$ cat config.mk
export PLATFORM = sky130hd
export DESIGN_NAME = axis_ring_reader
export DESIGN_NICKNAME = d
export VERILOG_FILES = /design/src/rtl/axis_uart_pkg.sv /design/src/rtl/ring_flush_timer.sv /design/src/rtl/axis_ring_reader.sv
export SDC_FILE = /design/constraint.sdc
export NUM_CORES = 1
export LEC_CHECK = 0
export CORE_UTILIZATION = 35
export DETAILED_ROUTE_END_ITERATION = 8
export HOLD_SLACK_MARGIN = 0.12
export PLACE_DENSITY = 0.69
export REMOVE_ABC_BUFFERS = 1
export SLEW_MARGIN = 0
export SYNTH_ARGS = -nofsm -noshare
export SYNTH_HDL_FRONTEND = slang
export SYNTH_SLANG_ARGS = --single-unit
$ cat constraint.sdc
create_clock -name clk -period 4 [get_ports clk]
set_clock_uncertainty 0.15 [all_clocks]
set_input_delay 0.6 -clock clk [delete_from_list [all_inputs] [get_ports clk]]
set_output_delay 0.6 -clock clk [all_outputs]
set_load 0.01 [all_outputs]
$ cat src/rtl/axis_uart_pkg.sv
// Shared types and constants for the UART ring-buffer AXI-Stream reader.
package axis_uart_pkg;

  typedef enum logic [1:0] {
    StIdle,
    StFetch,
    StCapture,
    StPresent
  } rd_state_e;

  localparam logic [1:0] KEEP_PAIR   = 2'b11;
  localparam logic [1:0] KEEP_SINGLE = 2'b01;

endpackage

$ cat src/rtl/ring_flush_timer.sv
// Saturating idle counter: flags when a lone pending word has waited long enough.
module ring_flush_timer #(
  parameter int unsigned FLUSH_CYCLES = 16
) (
  input  logic clk,
  input  logic rst,
  input  logic occ_is_one,
  input  logic in_idle,
  output logic flush_due
);

  localparam int unsigned CntW = (FLUSH_CYCLES > 0) ? $clog2(FLUSH_CYCLES + 1) : 1;
  localparam logic [CntW-1:0] CntMax = CntW'(FLUSH_CYCLES);

  logic [CntW-1:0] cnt_q, cnt_d;

  always_comb begin
    cnt_d = '0;
    if (occ_is_one && in_idle) begin
      cnt_d = (cnt_q == CntMax) ? cnt_q : cnt_q + CntW'(1);
    end
  end

  always_ff @(posedge clk or posedge rst) begin
    if (rst) begin
      cnt_q <= '0;
    end else begin
      cnt_q <= cnt_d;
    end
  end

  // With FLUSH_CYCLES=0 the counter sits at its maximum, so a single word goes out at once.
  assign flush_due = (cnt_q == CntMax);

endmodule

$ cat src/rtl/axis_ring_reader.sv
// Ring-buffer read side: fetches word pairs (or a flushed single) and presents them on AXI-Stream.
module axis_ring_reader
  import axis_uart_pkg::*;
#(
  parameter int unsigned DWIDTH       = 16,
  parameter int unsigned ADDRWIDTH    = 10,
  parameter int unsigned FLUSH_CYCLES = 16
) (
  input  logic                  clk,
  input  logic                  rst,
  input  logic [ADDRWIDTH:0]    wr_ptr,
  output logic [ADDRWIDTH:0]    rd_ptr,
  output logic                  ram_en,
  output logic [ADDRWIDTH-1:0]  ram_raddr,
  input  logic [DWIDTH-1:0]     ram_dout1,
  input  logic [DWIDTH-1:0]     ram_dout2,
  output logic [2*DWIDTH-1:0]   m_axis_tdata,
  output logic [1:0]            m_axis_tkeep,
  output logic                  m_axis_tvalid,
  input  logic                  m_axis_tready
);

  localparam logic [ADDRWIDTH:0] PtrOne = (ADDRWIDTH + 1)'(1);
  localparam logic [ADDRWIDTH:0] PtrTwo = (ADDRWIDTH + 1)'(2);

  rd_state_e             state_q;
  logic [ADDRWIDTH:0]    rd_ptr_q;
  logic [ADDRWIDTH:0]    occ;
  logic                  pair_q;
  logic                  ram_en_q;
  logic                  tvalid_q;
  logic [2*DWIDTH-1:0]   tdata_q;
  logic [1:0]            tkeep_q;
  logic                  occ_is_one;
  logic                  in_idle;
  logic                  flush_due;

  // Modular difference of wrap-bit pointers gives 0..depth directly.
  assign occ        = wr_ptr - rd_ptr_q;
  assign occ_is_one = (occ == PtrOne);
  assign in_idle    = (state_q == StIdle);

  ring_flush_timer #(
    .FLUSH_CYCLES (FLUSH_CYCLES)
  ) u_flush_timer (
    .clk        (clk),
    .rst        (rst),
    .occ_is_one (occ_is_one),
    .in_idle    (in_idle),
    .flush_due  (flush_due)
  );

  always_ff @(posedge clk or posedge rst) begin
    if (rst) begin
      state_q  <= StIdle;
      rd_ptr_q <= '0;
      pair_q   <= 1'b0;
      ram_en_q <= 1'b0;
      tvalid_q <= 1'b0;
      tdata_q  <= '0;
      tkeep_q  <= 2'b00;
    end else begin
      ram_en_q <= 1'b0;
      unique case (state_q)
        StIdle: begin
          // Pair/single choice is frozen here; later writes wait for the next transfer.
          if (occ >= PtrTwo) begin
            pair_q   <= 1'b1;
            ram_en_q <= 1'b1;
            state_q  <= StFetch;
          end else if (occ_is_one && flush_due) begin
            pair_q   <= 1'b0;
            ram_en_q <= 1'b1;
            state_q  <= StFetch;
          end
        end
        StFetch: begin
          state_q <= StCapture;
        end
        StCapture: begin
          tdata_q  <= {(pair_q ? ram_dout2 : {DWIDTH{1'b0}}), ram_dout1};
          tkeep_q  <= pair_q ? KEEP_PAIR : KEEP_SINGLE;
          tvalid_q <= 1'b1;
          state_q  <= StPresent;
        end
        StPresent: begin
          if (m_axis_tready) begin
            rd_ptr_q <= rd_ptr_q + (pair_q ? PtrTwo : PtrOne);
            tvalid_q <= 1'b0;
            state_q  <= StIdle;
          end
        end
        default: begin
          state_q <= StIdle;
        end
      endcase
    end
  end

  assign rd_ptr        = rd_ptr_q;
  assign ram_en        = ram_en_q;
  assign ram_raddr     = rd_ptr_q[ADDRWIDTH-1:0];
  assign m_axis_tdata  = tdata_q;
  assign m_axis_tkeep  = tkeep_q;
  assign m_axis_tvalid = tvalid_q;

endmodule

Word-level counts from Yosys, hierarchy flattened

Cells that the tools add are included.
W data, S select, Z words.

Add/sub/neg operators: 3
$lt $le $gt $ge: 1
Eq/ne operators: 8
Muxes and demuxes: 16
Reduce and logical (&&, ||, !) cells: 9

Operators with widths:

| cell                  | count |
|---|---|
| $mux W16              | 1 |
| $add A11 B2 Y11       | 1 |
| $eq A11 B1 Y1 const B | 1 |
| $ge A11 B2 Y1 const B | 1 |
| $sub A11 B11 Y11      | 1 |
| $mux W2               | 5 |
| $mux W5               | 2 |
| $pmux W2 S4           | 1 |
| $reduce_and A2 Y1     | 4 |
| $mux W1               | 6 |
| $add A5 B1 Y5 const B | 1 |
| $eq A5 B5 Y1 const B  | 1 |
| $eq A2 B2 Y1 const B  | 2 |
| $ne A2 B2 Y1 const B  | 2 |
| $reduce_bool A2 Y1    | 2 |
| $ne A3 B3 Y1 const B  | 1 |
| $eq A2 B1 Y1 const B  | 1 |
| $logic_and A1 B1 Y1   | 2 |
| $logic_not A2 Y1      | 1 |
| $pmux W1 S2           | 1 |

Flip-flop bits (word level): 55
Input port bits: 46
Output and inout bits: 57
Logic and storage cells: 45

Longest topological paths before layout

Gate-level depths: netlist of run 1.

Word-level depth: 6
Gate-level depth with buffers: 10
Depth with buffers taken out: 10

Modules after synthesis

From an unflattened synthesis of run 1, not the netlist that was laid out.

Cells, all modules: 263
Area, all modules: 2902.8 um2

By module, submodules not included:

| module           | times used | cells an instance | area each (um2) | seq. area each (um2) |
|---|---|---|---|---|
| axis_ring_reader | 1          | 232               | 2603.7          | 1251.2 |
| ring_flush_timer | 1          | 31                | 299.0           | 125.1 |

Least setup slack after synthesis of run 1

OpenSTA, ideal clock, no wires.

Kind: input to register
Start: input port wr_ptr[0]
End: register state_q[1]
Library setup time: 0.127 ns
Arrival time: 2.810 ns
Data required time: 3.723 ns
Path slack: 0.913 ns
Stages: 10
Path buffers: 0
Cell sequence: inv_1 ha_1 fa_1 nor2b_1 o2111ai_1 and3_1 nand3b_1 a2111oi_4 a31o_2 mux2_1

Word-level cells in the longest chain between the ends: 5
Elaborated cells on any way between the ends: 8
Those cells by class: 1 x add/sub; 1 x order compare; 2 x eq/ne; 2 x mux; 2 x reduce/logical

RTL lines:

| what                                                                  | RTL line               | RTL |
|---|---|---|
| from (decl)                                                           | axis_ring_reader.sv:11 | `input logic [ADDRWIDTH:0] wr_ptr,` |
| $sub A11 B11 Y11 (*)                                                  | axis_ring_reader.sv:39 | `assign occ = wr_ptr - rd_ptr_q;` |
| parallel branches: the longest is 4 deep, another holds $ge A11 B2 Y1 | --                     |  |
| to (signal assigned)                                                  | axis_ring_reader.sv:70 | `state_q <= StFetch;` |
| to (signal assigned)                                                  | axis_ring_reader.sv:74 | `state_q <= StFetch;` |
| to (signal assigned)                                                  | axis_ring_reader.sv:78 | `state_q <= StCapture;` |
| to (decl)                                                             | axis_ring_reader.sv:26 | `rd_state_e state_q;` |

Every way passes the cells marked *.
A chain may end at the register's enable or synchronous reset.

Worst setup path in the final report of run 1

Ends and elaborated chain as after synthesis.

==> results.ini, run 1 <==
[run_status]
outcome = complete, no violations

[timing]
fin_ws_ns = 0.584
worstMarginPinSlew_ns = 0.833
setup_tns_ns = 0
whs_ns = 0.334
fmaxAchievable_mhz = 293
final_hold_viol_count = 0
min_period_ns = 3.42
period_share_pct = 85.4
rsz0062_at_grt = no
relSlewSlack_pct = 44.4
setup_viol = 0
drv_slew = 0

[critical_path]
required_ns = 4.05
critPathMaxFanout = 4
cp_num_buf_inv = 2
r2r-start = rd_ptr[0]
path_depth = 11
worstSetupEndpointType = flip-flop
cp-startpoint = wr_ptr[0]
worst_path_max_delay_cell = clkdlybuf4s50_1
r2r-end = state_q[1]
worst_setup_path_start_kind = primary input
reg2reg_slack_ns = 0.89
path_cells = clkdlybuf4s50_1, inv_1, ha_1, fa_1, nor2b_1, o2111ai_1, and3_1, nand3b_1, a2111oi_4, a31o_2, mux2_1
worstPathArrival_ns = 3.46
critical_path_class = primary input to flip-flop
crit_end = state_q[1]
cp_top_family = compound AO/OA/AOI/OAI gates
reg2reg_depth = 9
max_stage_delay_ns = 0.45

[clock_network]
cts_sinks = 55
cts_buffers = 5
ctsHoldBuffers = 0
cts-htree-levels = 2
clk_pin_slew_worst_paths_ns = 0.10
clock_latency_ns = 0.31
root_buffer = clkbuf_8
cts-resized-gates = 0
cts_tree = built
post_cts_buffers = 0
clockBufferDepth = 2

[grt]
grt_start_max_net_pins = 42
grt_pass1_wl_mm = 10.7
overflow = 0
antenna_found_initial = 0
grt_use_total_pct = 15.4
grt_pass1_vias = 2283

[power_and_ir_drop]
p_leak_uw = 0.00173
cellPowerDensity_nw_per_um2 = 684
vdd_drop_max_mv = 0.371

[place]
gp_congestion = 0.824
post_dp_cell_area_um2 = 4030
hpwl_mm = 4.86
port_buffers = 102
place_ws_ns = 0.258

[flow_run]
maxCapViolations = 0

[synth]
synth_area_leaders = dfrtp_1, ha_1, mux2_2
yosys.area.top_type = dfrtp_1
synthFlopType = dfrtp_1
synth_cells = 261
synth-edff-count = 0
postSynth.asyncResetShare_pct = 100
synth_most_common_cell = dfrtp_1
syn_area_per_cell_um2 = 11.3
synth_common_cells = dfrtp_1, inv_1, ha_1, mux2_2, a22o_1
yosys_warnings = 0
synth_cell_types = 50
ys_seq_area_share_pct = 46.8
ys_ff_latch = 55
syn_area_um2 = 2940
synth_top_area_share_pct = 46.8

[final_layout]
layout-drive-gt1-share_pct = 11.1
fin_nets = 425
n_fill_cell = 767
postLayoutCellArea_um2 = 4140
area_growth_pct = 40.8
diodes = 0

[die]
die_w_um = 93.7
pin_count = 103
fp-row-count = 33
start_util_pct = 36.0
dieArea_um2 = 8780
die-height_um = 93.7
core-area_um2 = 8180

[detailed_routing]
wl_per_cell_um = 13.7
first_iter_violations = 77
drt-pass1-iter-count = 4
remaining_drc_errors = 0
vias = 2313
routed_wl_mm = 6.36
antenna_left = 0
via_per_inst = 4.97

[min_path]
min_path_type = flip-flop to flip-flop

==> cells by family after synthesis <==
logic type / synth area share (%)
compound gates: 15.3
fa+ha+maj: 9.01
buf+inv: 6.12
mux: 7.95
xor+xnor: 4.76
flops: 46.8
simple gates: 10.1
==> cell usage in the layout, fill, tap and decap left out, types with 2 or more instances in the layout <==
master / netlist / routed
buf_4: 10 / 3
dfrtp_1: 55 / 55
a22o_1: 16 / 16
or3_1: 2 / 2
inv_2: 1 / 2
a2111oi_4: 2 / 2
inv_1: 23 / 22
mux2i_1: 2 / 2
nand2_1: 11 / 11
nor2_1: 14 / 14
mux2_2: 18 / 18
a31oi_1: 3 / 3
nor2b_1: 3 / 3
nand2b_1: 2 / 2
o21ai_0: 7 / 7
o2111ai_1: 2 / 2
a21o_1: 2 / 2
ha_1: 18 / 18
xnor2_1: 13 / 13
clkdlybuf4s50_1: 0 / 102
a211oi_1: 2 / 2
fa_1: 2 / 2
nor3_1: 6 / 6
nand3_1: 9 / 9
a21oi_1: 5 / 5
clkbuf_8: 0 / 5
and3_1: 3 / 3
xor2_1: 3 / 3
==> cell type report <==
cell class                 count  area (µm²)  area share [%]
clock buffer                   5        68.8            1.66
timing repair buffer         105        1040            25.2
tap                          105         131            3.17
sequential                    55        1380            33.2
inverter                      24        90.1            2.17
multi-input combinational    168        1390            33.5
clock inverter                 3        47.5            1.15
==> power by group <==
group          switching [µW]  total, µW  internal [µW]  leakage, µW
combinational             668       1520            850      0.00101
sequential                154        934            780     0.000659
clock                     193        384            190    0.0000587
==> how the worst min path moves through the flow <==
stage,startpoint,to,cells past startpoint
6_report,m_axis_tkeep[0],m_axis_tkeep[0],1
5_1_grt,m_axis_tdata[10],m_axis_tdata[10],1
4_1_cts,m_axis_tkeep[0],m_axis_tkeep[0],1
3_5_place_dp,m_axis_tkeep[0],m_axis_tkeep[0],1
3_3_place_gp,m_axis_tkeep[0],m_axis_tkeep[0],1
2_1_floorplan,u_flush_timer.cnt_q[4],u_flush_timer.cnt_q[4],2
==> per-layer routing <==
layer  global-route usage [%]  routed length, µm
met5                        0                  0
met1                     20.0               2860
met3                     5.83                580
met2                     23.2               2850
met4                     5.38                 71
==> flip-flops by register name, summed over array words and instances (netlist names) <==
| signal | count |
|---|---|
| state_q | 2 |
| rd_ptr | 11 |
| m_axis_tdata | 32 |
| m_axis_tkeep | 2 |
| m_axis_tvalid | 1 |
| ram_en | 1 |
| pair_q | 1 |
| u_flush_timer.cnt_q | 5 |
==> worst reg2reg max path, stage by stage, from the launching register on <==
cell,delay [ns]
dfrtp_1,0.45
ha_1,0.24
fa_1,0.41
nor2b_1,0.21
o2111ai_1,0.13
and3_1,0.24
nand3b_1,0.21
a2111oi_4,0.40
a31o_2,0.24
mux2_1,0.31
==> stage by stage <==
stage	cells	power [µW]	utilization, %
2_1_floorplan	247	1750	-
3_3_place_gp	457	2440	49.3
3_5_place_dp	457	2470	49.3
4_1_cts	465	2870	50.7
5_1_grt	465	3030	50.7
6_report	465	2840	50.7
No activity file was read; power rests on OpenSTA's default activity.
==> run 2: changes to the inputs <==
CAP_MARGIN = 0   (was default)
==> results of run 2 <==
Final layout, timing and power as in run 1 (identical DEF).
